`src/rtl/data_gen_burst_sched_if.sv`:
```
// Host, AXI-MM write-command and generator handshakes of the burst scheduler.
// slave = scheduler side, master = host/environment side.
interface data_gen_burst_sched_if #(
    parameter int ADDR_W = 32
);
    logic              ap_start;
    logic              ap_ready;
    logic              ap_done;
    logic              ap_idle;
    logic [ADDR_W-1:0] base_addr;
    logic [31:0]       total_beats;
    logic [15:0]       max_burst;
    logic              wr_valid;
    logic              wr_ready;
    logic [ADDR_W-1:0] wr_addr;
    logic [15:0]       wr_beats;
    logic              gen_start;
    logic              gen_ready;
    logic              gen_done;
    logic [31:0]       gen_size;
    logic [31:0]       beats_done;

    modport slave (
        input  ap_start, base_addr, total_beats, max_burst, wr_ready, gen_ready, gen_done,
        output ap_ready, ap_done, ap_idle, wr_valid, wr_addr, wr_beats, gen_start,
               gen_size, beats_done
    );

    modport master (
        output ap_start, base_addr, total_beats, max_burst, wr_ready, gen_ready, gen_done,
        input  ap_ready, ap_done, ap_idle, wr_valid, wr_addr, wr_beats, gen_start,
               gen_size, beats_done
    );
endinterface

```
`src/rtl/data_gen_burst_sched.sv`:
```
// Splits one job into bursts capped by max_burst and the 4 KiB boundary; for
// each burst issues a write command, then runs the generator for that length.
module data_gen_burst_sched #(
    parameter int WIDTH     = 32,
    parameter int ADDR_W    = 32,
    parameter int MAX_BURST = 256
) (
    input  logic                  ap_clk,
    input  logic                  ap_rst_n,
    data_gen_burst_sched_if.slave bus
);
    localparam int BYTES = WIDTH / 8;
    localparam int SHIFT = $clog2(BYTES);

    typedef enum logic [2:0] {IDLE, CALC, CMD, GEN_START, GEN_WAIT, DONE} state_t;

    state_t            state, state_nxt;
    logic [ADDR_W-1:0] addr;
    logic [31:0]       remaining;
    logic [15:0]       cap, len;
    logic [12:0]       to4k;
    logic [15:0]       cap_to, len_calc;
    logic              accept, complete;

    // Beats left before the next 4 KiB page; never zero since addr is BYTES-aligned.
    assign to4k     = 13'(13'd4096 - {1'b0, addr[11:0]}) >> SHIFT;
    assign cap_to   = (cap < 16'(to4k)) ? cap : 16'(to4k);
    assign len_calc = (remaining < 32'(cap_to)) ? remaining[15:0] : cap_to;

    always_comb begin
        state_nxt    = state;
        bus.ap_ready = 1'b0;
        bus.ap_done  = 1'b0;
        bus.ap_idle  = 1'b0;
        bus.wr_valid = 1'b0;
        bus.gen_start = 1'b0;
        accept       = 1'b0;
        complete     = 1'b0;
        case (state)
            IDLE: begin
                bus.ap_idle = 1'b1;
                if (bus.ap_start) begin
                    bus.ap_ready = 1'b1;
                    accept       = 1'b1;
                    state_nxt    = (bus.total_beats == 32'd0) ? DONE : CALC;
                end
            end
            CALC: state_nxt = CMD;
            CMD: begin
                bus.wr_valid = 1'b1;
                if (bus.wr_ready) state_nxt = GEN_START;
            end
            GEN_START: begin
                bus.gen_start = 1'b1;
                if (bus.gen_ready) begin
                    if (bus.gen_done) complete  = 1'b1;
                    else              state_nxt = GEN_WAIT;
                end
            end
            GEN_WAIT: if (bus.gen_done) complete = 1'b1;
            DONE: begin
                bus.ap_done = 1'b1;
                state_nxt   = IDLE;
            end
            default: state_nxt = IDLE;
        endcase
        if (complete) state_nxt = (remaining == 32'(len)) ? DONE : CALC;
    end

    always_ff @(posedge ap_clk or negedge ap_rst_n) begin
        if (!ap_rst_n) begin
            state          <= IDLE;
            addr           <= '0;
            remaining      <= '0;
            cap            <= '0;
            len            <= '0;
            bus.wr_addr    <= '0;
            bus.wr_beats   <= '0;
            bus.gen_size   <= '0;
            bus.beats_done <= '0;
        end else begin
            state <= state_nxt;
            if (accept) begin
                addr           <= bus.base_addr;
                remaining      <= bus.total_beats;
                bus.beats_done <= '0;
                cap <= (bus.max_burst == 16'd0 || 32'(bus.max_burst) > MAX_BURST)
                       ? 16'(MAX_BURST) : bus.max_burst;
            end
            if (state == CALC) begin
                len          <= len_calc;
                bus.wr_addr  <= addr;
                bus.wr_beats <= len_calc;
                bus.gen_size <= 32'(len_calc);
            end
            if (complete) begin
                addr           <= addr + (ADDR_W'(len) << SHIFT);
                remaining      <= remaining - 32'(len);
                bus.beats_done <= bus.beats_done + 32'(len);
            end
        end
    end
endmodule

```
`src/flat_wrapper.sv`:
```
// flat-port wrapper written by rule: the top's interface ports become plain ports
module data_gen_burst_sched_flat 
#(
    parameter int WIDTH     = 32,
    parameter int ADDR_W    = 32,
    parameter int MAX_BURST = 256
)
  (ap_clk, ap_rst_n, bus_ap_start, bus_base_addr, bus_total_beats, bus_max_burst, bus_wr_ready, bus_gen_ready, bus_gen_done, bus_ap_ready, bus_ap_done, bus_ap_idle, bus_wr_valid, bus_wr_addr, bus_wr_beats, bus_gen_start, bus_gen_size, bus_beats_done);
  data_gen_burst_sched_if #(.ADDR_W(ADDR_W)) bus_i ();
  input  logic ap_clk;
  input  logic ap_rst_n;
  input wire logic [$bits(bus_i.ap_start)-1:0] bus_ap_start;
  input wire logic [$bits(bus_i.base_addr)-1:0] bus_base_addr;
  input wire logic [$bits(bus_i.total_beats)-1:0] bus_total_beats;
  input wire logic [$bits(bus_i.max_burst)-1:0] bus_max_burst;
  input wire logic [$bits(bus_i.wr_ready)-1:0] bus_wr_ready;
  input wire logic [$bits(bus_i.gen_ready)-1:0] bus_gen_ready;
  input wire logic [$bits(bus_i.gen_done)-1:0] bus_gen_done;
  output wire logic [$bits(bus_i.ap_ready)-1:0] bus_ap_ready;
  output wire logic [$bits(bus_i.ap_done)-1:0] bus_ap_done;
  output wire logic [$bits(bus_i.ap_idle)-1:0] bus_ap_idle;
  output wire logic [$bits(bus_i.wr_valid)-1:0] bus_wr_valid;
  output wire logic [$bits(bus_i.wr_addr)-1:0] bus_wr_addr;
  output wire logic [$bits(bus_i.wr_beats)-1:0] bus_wr_beats;
  output wire logic [$bits(bus_i.gen_start)-1:0] bus_gen_start;
  output wire logic [$bits(bus_i.gen_size)-1:0] bus_gen_size;
  output wire logic [$bits(bus_i.beats_done)-1:0] bus_beats_done;
  assign bus_i.ap_start = bus_ap_start;
  assign bus_i.base_addr = bus_base_addr;
  assign bus_i.total_beats = bus_total_beats;
  assign bus_i.max_burst = bus_max_burst;
  assign bus_i.wr_ready = bus_wr_ready;
  assign bus_i.gen_ready = bus_gen_ready;
  assign bus_i.gen_done = bus_gen_done;
  assign bus_ap_ready = bus_i.ap_ready;
  assign bus_ap_done = bus_i.ap_done;
  assign bus_ap_idle = bus_i.ap_idle;
  assign bus_wr_valid = bus_i.wr_valid;
  assign bus_wr_addr = bus_i.wr_addr;
  assign bus_wr_beats = bus_i.wr_beats;
  assign bus_gen_start = bus_i.gen_start;
  assign bus_gen_size = bus_i.gen_size;
  assign bus_beats_done = bus_i.beats_done;
  data_gen_burst_sched #(.WIDTH(WIDTH), .ADDR_W(ADDR_W), .MAX_BURST(MAX_BURST)) u_core (.ap_clk(ap_clk), .ap_rst_n(ap_rst_n), .bus(bus_i));
endmodule
```
`config.mk`:
```
export PLATFORM = sky130hd
export DESIGN_NAME = data_gen_burst_sched_flat
export DESIGN_NICKNAME = d
export VERILOG_FILES = /design/src/rtl/data_gen_burst_sched_if.sv /design/src/rtl/data_gen_burst_sched.sv /design/src/flat_wrapper.sv
export SDC_FILE = /design/constraint.sdc
export NUM_CORES = 1
export LEC_CHECK = 0
export BUFFER_PORTS_ARGS = -buffer_cell sky130_fd_sc_hd__buf_4
export CAP_MARGIN = 5
export CORE_MARGIN = 5
export CORE_UTILIZATION = 55
export CTS_BUF_LIST = sky130_fd_sc_hd__clkbuf_16
export DETAILED_ROUTE_END_ITERATION = 10
export PLACE_DENSITY = 0.78
export SYNTH_ARGS = -nofsm -noshare
export SYNTH_HDL_FRONTEND = slang
export SYNTH_SLANG_ARGS = --single-unit
```
`constraint.sdc`:
```
create_clock -name ap_clk -period 11.2 [get_ports ap_clk]
set_input_delay 1.12 -clock ap_clk [delete_from_list [all_inputs] [get_ports ap_clk]]
set_output_delay 1.12 -clock ap_clk [all_outputs]
set_load 0.005 [all_outputs]
```
; Word-level counts from Yosys, hierarchy flattened
; Cells that the tools add are included.
[classes]
mul = 0
muxes = 26
n_shift = 0
eq_ne = 11
n_lt_le_gt_ge = 3
n_reduce_logical = 6
add_sub_neg = 4
div = 0
bitwise_logic = 0
[op_table]
columns = cell, count
row1 = 2-to-1 mux 32 bit, 6
row2 = 2-to-1 mux 16 bit, 3
row3 = adder 32 x 16 -> 32 bit, 1
row4 = adder 32 x 18 -> 32 bit, 1
row5 = equality test 32 x 16 -> 1 bit, 1
row6 = logical NOT 32 bit, 1
row7 = less-than comparator 32 x 16 -> 1 bit, 1
row8 = subtractor 32 x 16 -> 32 bit, 1
row9 = 2-to-1 mux 3 bit, 7
row10 = greater-than comparator 16 x 9 -> 1 bit (second input constant), 1
row11 = logical NOT 16 bit, 1
row12 = less-than comparator 16 x 11 -> 1 bit, 1
row13 = one-hot mux 3 bit (5 select lines), 1
row14 = subtractor 13 x 12 -> 13 bit (first input constant), 1
row15 = inequality test 3 x 2 -> 1 bit (second input constant), 4
row16 = 2-to-1 mux 1 bit, 8
row17 = equality test 3 x 2 -> 1 bit (second input constant), 2
row18 = equality test 3 bit (second input constant), 2
row19 = AND reduction 5 bit, 1
row20 = equality test 3 x 1 -> 1 bit (second input constant), 1
row21 = logical NOT 3 bit, 1
row22 = inequality test 2 x 1 -> 1 bit (second input constant), 1
row23 = one-hot mux 1 bit (2 select lines), 1
row24 = nonzero test 2 bit, 1
row25 = logical OR 1 bit, 1
[word_totals]
reg_bits = 163
romBits = 0
latchBits = 0
n_memories = 0
ramBits = 0
input_bits = 86
wordCells = 57

; Depth between registers and ports, before layout
[depth]
depth_word = 5
depth_mapped = 25
ltp_nobuf = 22

; Worst setup path after synthesis
; No wires, ideal clock.
[synth_path]
path_kind = register to register
start = register u_core.addr[2]
end = register u_core.bus.gen_size[2] (netlist name)
t_required_ns = 11.084
path_slack_ns = 5.878
stages_incl_launch_ff = 24
arrival_ns = 5.206
path_buffers = 3
path_cell_list = dfrtp_1 -> nor3_1 -> nand3_1 -> nor2_1 -> xor2_1 -> ha_1 -> and4_1 -> a221oi_1 -> o21ai_1 -> a311o_1 -> o32ai_1 -> buf_2 -> buf_2 -> a21oi_1 -> ha_1 -> a21oi_1 -> o21ai_0 -> a2111oi_0 -> a21boi_0 -> o21ai_1 -> a31oi_4 -> buf_4 -> nand3_1 -> o311ai_0
[synth_between]
elab_chain_cells = 5
[synth_lines]
columns = item, line
row1 = start: declaration, data_gen_burst_sched.sv:18  ; logic [ADDR_W-1:0] addr;
row2 = start signal: assignment, data_gen_burst_sched.sv:84  ; addr <= bus.base_addr;
row3 = start signal: assignment, data_gen_burst_sched.sv:97  ; addr <= addr + (ADDR_W'(len) << SHIFT);
row4 = subtractor 13 x 12 -> 13 bit (*), data_gen_burst_sched.sv:26  ; assign to4k = 13'(13'd4096 - {1'b0, addr[11:0]}) >> SHIFT;
row5 = less-than comparator 16 x 11 -> 1 bit, data_gen_burst_sched.sv:27  ; assign cap_to = (cap < 16'(to4k)) ? cap : 16'(to4k);
row6 = 2-to-1 mux 16 bit (*), data_gen_burst_sched.sv:27
row7 = less-than comparator 32 x 16 -> 1 bit, data_gen_burst_sched.sv:28  ; assign len_calc = (remaining < 32'(cap_to)) ? remaining[15:0] : cap_to;
row8 = 2-to-1 mux 16 bit (*), data_gen_burst_sched.sv:28
row9 = end signal: assignment, data_gen_burst_sched.sv:94  ; bus.gen_size <= 32'(len_calc);
row10 = end: declaration, data_gen_burst_sched_if.sv:26  ; gen_size, beats_done
; Mark *: on every way between the ends. The rest lies on a longest branch, timed or not.
; A chain may end at the register's enable or synchronous reset.

; Worst setup path after layout
[layout_path]
start = register u_core.addr[2]
end = register u_core.bus.gen_size[6] (netlist name)
; Same word-level chain as after synthesis.

==> out/metrics.csv <==
stage;metric;value;unit
status;status;finished clean;
setup_path;reg2reg_from;u_core.addr[2];
clocking;htreeDepth;4;
pwr;p_comb_share;48.8;%
pwr;p_leak;6.06;nW
pwr;switching_share;43.3;%
synth;ys_seq_area_share;39.3;%
synth;synth_adder_area_share;9.26;%
setup_path;worstSetupEndpointType;register;
synth;synth-edff-count;0;
synth;synth_compound_area_share;20.8;%
synth;avgSynthCellArea;8.91;µm²
worst_hold_path;worstHoldEndpoint;u_core.bus.wr_addr[27];
floorplanning;coreArea;18600;µm²
drt;wire_per_inst;18.9;µm
floorplanning;die_w;147;µm
floorplanning;initial_core_util;55.7;%
pwr;power_frac_seq;32.6;%
grt;gr-total-overflow;0;
clocking;clk_latency;0.44;ns
setup_path;r2r_cells;22;
sta;worstMarginPinSlew;0.956;ns
synth;ys_async_sr_fraction;100;%
sta;slew_headroom;36.3;%
worst_hold_path;hp-class;register to register;
pwr;p_int;0.00179;W
clocking;cts_tree;done;
floorplanning;io_pins;203;
synth;synthCells;1165;
placement;post-dp-hpwl;21.5;mm
synth;synth_area_leader_cell;dfrtp_1;
pwr;switchingPower;0.00137;W
floorplanning;rows;50;
placement;io_buffers;186;
clocking;clkTransAtPathRegs;0.07;ns
setup_path;slowest_stage;a2111oi_0;
synth;synthTopCellsByArea;dfrtp_1 39%, ha_1 8.7%, nand2_1 7.2%, o21ai_0 3.5%, nand3_1 3.0%;
synth;synth-warning-count;0;
pwr;pwr-share-clk;18.6;%
pwr;ir_worst_vdd;0.000159;V
drt;drt_iter0_drc;736;
sta;clock_skew;0.0104;ns
finish;nets;1475;
sta;whs;0.476;ns
sta;fmax;162;MHz
pwr;power.density;256;nW/µm²
floorplanning;dieHeight;147;µm
drt;drt_wl_total;29.4;mm
clocking;cts_buffers;17;
grt;antenna_found_initial;0;
job;drv_cap;0;
setup_path;critPathArrivalTime;6.52;ns
synth;yosysTopAreaCellShare;39.3;%
synth;synth-xor-area-share;3.21;%
sta;slew_violations;0;
clocking;root_buffer;clkbuf_16;
finish;area_delta_synth_final;19.2;%
setup_path;critPathMaxFanout;25;
setup_path;crit_family;compound AO/OA/AOI/OAI gates;
synth;synth_common_cells;200 x nand2_1, 163 x dfrtp_1, 73 x o21ai_0;
finish;drive_above_1_share;18.6;%
clocking;clock_path_buffers;2;
sta;setup_viol;0;
synth;synth_mux_area_share;1.75;%
clocking;ctsHoldBuffers;0;
setup_path;crit_type;register to register;
setup_path;cp-start-kind;register;
synth;synth_area;10400;µm²
synth;synth_top_family_by_area;compound AO/OA/AOI/OAI gates;
grt;grt_pass1_wl;47.1;mm
grt;grt_pass1_vias;9036;
drt;vias_per_cell;6.08;
worst_hold_path;min-delay-start;u_core.bus.wr_addr[27];
synth;synth_cell_type_count;73;
synth;ys.flop_type;dfrtp_1;
floorplanning;dieArea;21700;µm²
sta;finalCriticalPeriod;6.19;ns
finish;antenna_cells;0;
setup_path;cp_num_buf_inv;1;
sta;hold_viol;0;
drt;drtAntennaViolNets;0;
clocking;ctsResizeCount;0;
placement;place_congestion;0.917;
clocking;cts_num_sinks;163;
setup_path;cp_cell_sequence;nor3_1 > nand3_1 > nor2_1 > xor2_1 > ha_1 > and4_1 > a221oi_1 > o21ai_1 > a311o_1 > o32ai_2 > buf_4 > nor2_1 > a21oi_1 > ha_1 > a21oi_1 > o21ai_0 > a2111oi_0 > a21boi_0 > o21ai_1 > a31oi_4 > nand3_1 > o311ai_1;
drt;vias;9489;
setup_path;reg2reg_to;u_core.bus.gen_size[6];
setup_path;slowest_delay;0.62;ns
synth;synth.most_common_cell;nand2_1;
drt;first_pass_iters;6;
grt;grt_start_max_net_pins;90;
drt;post-route-drc-count;0;
sta;rsz0062_at_grt;false;
finish;multiInputGateArea;5810;µm²
finish;num-fill-cells;1568;
sta;fin_crit_sh;55.3;%
sta;fin_tns_setup;0;ns
synth;ys_seq_elements;163;
setup_path;r2r_slack;5.01;ns
grt;track_usage;26.9;%
setup_path;cp.required;11.53;ns
clocking;cts_setup_buffers;0;
worst_hold_path;min_delay_path_depth;2;
synth;synthSimpleGateAreaFrac;20.0;%
finish;regArea;4080;µm²
setup_path;crit_cells;22;
tightest hold or removal path, stage by stage, from the launching register on:
cell     delay, ns
dfrtp_1       0.35
nand2_1       0.05
nand2_1       0.05
placed cells by master, fill, tap and decap left out, types with 9 or more instances in the layout:
cell       synthesis  layout
o311ai_0          25      25
buf_4             34     194
o21ai_0           73      73
and3_1            16      16
nor3_1            27      27
a22oi_1           24      24
nand2b_1          14      14
inv_1             34      34
dfrtp_1          163     163
clkbuf_16          0      17
a21o_1            25      25
o211ai_1          21      21
and2_1             9       9
nand3_1           62      62
mux2i_1           17      17
xor2_1            19      19
ha_1              72      72
a21oi_1           46      46
nor4_1            20      20
a22o_1             9       9
nor2_1            47      46
nand2_1          200     198
nor2b_1           10      10
xnor2_1           19      19
a221o_1           10      10
o21a_1            12      12
conb_1             2      21
per-stage QoR:
step	cell area [µm²]	util [%]	setup WS (ns)	total power (W)	cells
finish	12400	66.3	5.01	0.00317	1560
global route	12400	66.3	4.43	0.00341	1560
CTS	12400	66.3	5.07	0.00316	1560
detailed placement	11800	63.2	5.01	0.00256	1529
global placement	11800	63.2	5.27	0.00251	1529
floorplan	10400	-	5.88	0.00205	1184
layer usage:
layer	wire, µm	GRT usage (%)	up-vias
met5	0	0	-
met4	683	8.39	0
met3	1930	4.90	57
met2	14400	45.2	339
met1	12400	35.5	4574
li1	-	-	4519
worst max-delay path by stage:
| stage | from | end | slack [ns] |
|---|---|---|---|
| after CTS | u_core.addr[2] | u_core.bus.gen_size[6] | 5.07 |
| after floorplan | u_core.addr[2] | u_core.bus.gen_size[2] | 5.88 |
| after detailed placement | u_core.addr[2] | u_core.bus.gen_size[6] | 5.01 |
| after global placement | u_core.addr[2] | u_core.bus.gen_size[2] | 5.27 |
| after global routing | u_core.addr[2] | u_core.bus.gen_size[4] | 4.43 |
| final | u_core.addr[2] | u_core.bus.gen_size[6] | 5.01 |
flip-flops by register name, summed over array words and instances, names as in the netlist:
signal / cells
u_core.cap: 16
u_core.remaining: 32
u_core.addr: 32
u_core.bus.beats_done: 32
u_core.bus.gen_size: 16
u_core.state: 3
u_core.bus.wr_addr: 32
kinds of logic after synthesis:
logic type	count (synthesis)
flops	163
fa+ha+maj	75
compound gates	310
buf+inv	119
mux	18
xor+xnor	38
simple gates	440
other cells	2
area by class of cell:
type                            instances  share of cell area, %
Multi-Input combinational cell        902                   47.0
Clock inverter                         14                   1.27
Clock buffer                           17                   3.44
Tap cell                              234                   2.37
Inverter                               35                   1.06
Timing Repair Buffer                  195                   11.9
Sequential cell                       163                   33.0
power groups by stage:
| stage | logic (W) | registers, W | clock network, W |
|---|---|---|---|
| floorplan | 0.00110 | 0.000956 | 0 |
| global placement | 0.00148 | 0.00103 | 0 |
| detailed placement | 0.00152 | 0.00104 | 0 |
| CTS | 0.00154 | 0.00103 | 0.000594 |
| global route | 0.00173 | 0.00106 | 0.000623 |
| finish | 0.00154 | 0.00103 | 0.000589 |
Note: power is estimated with default switching activity, not from simulation.
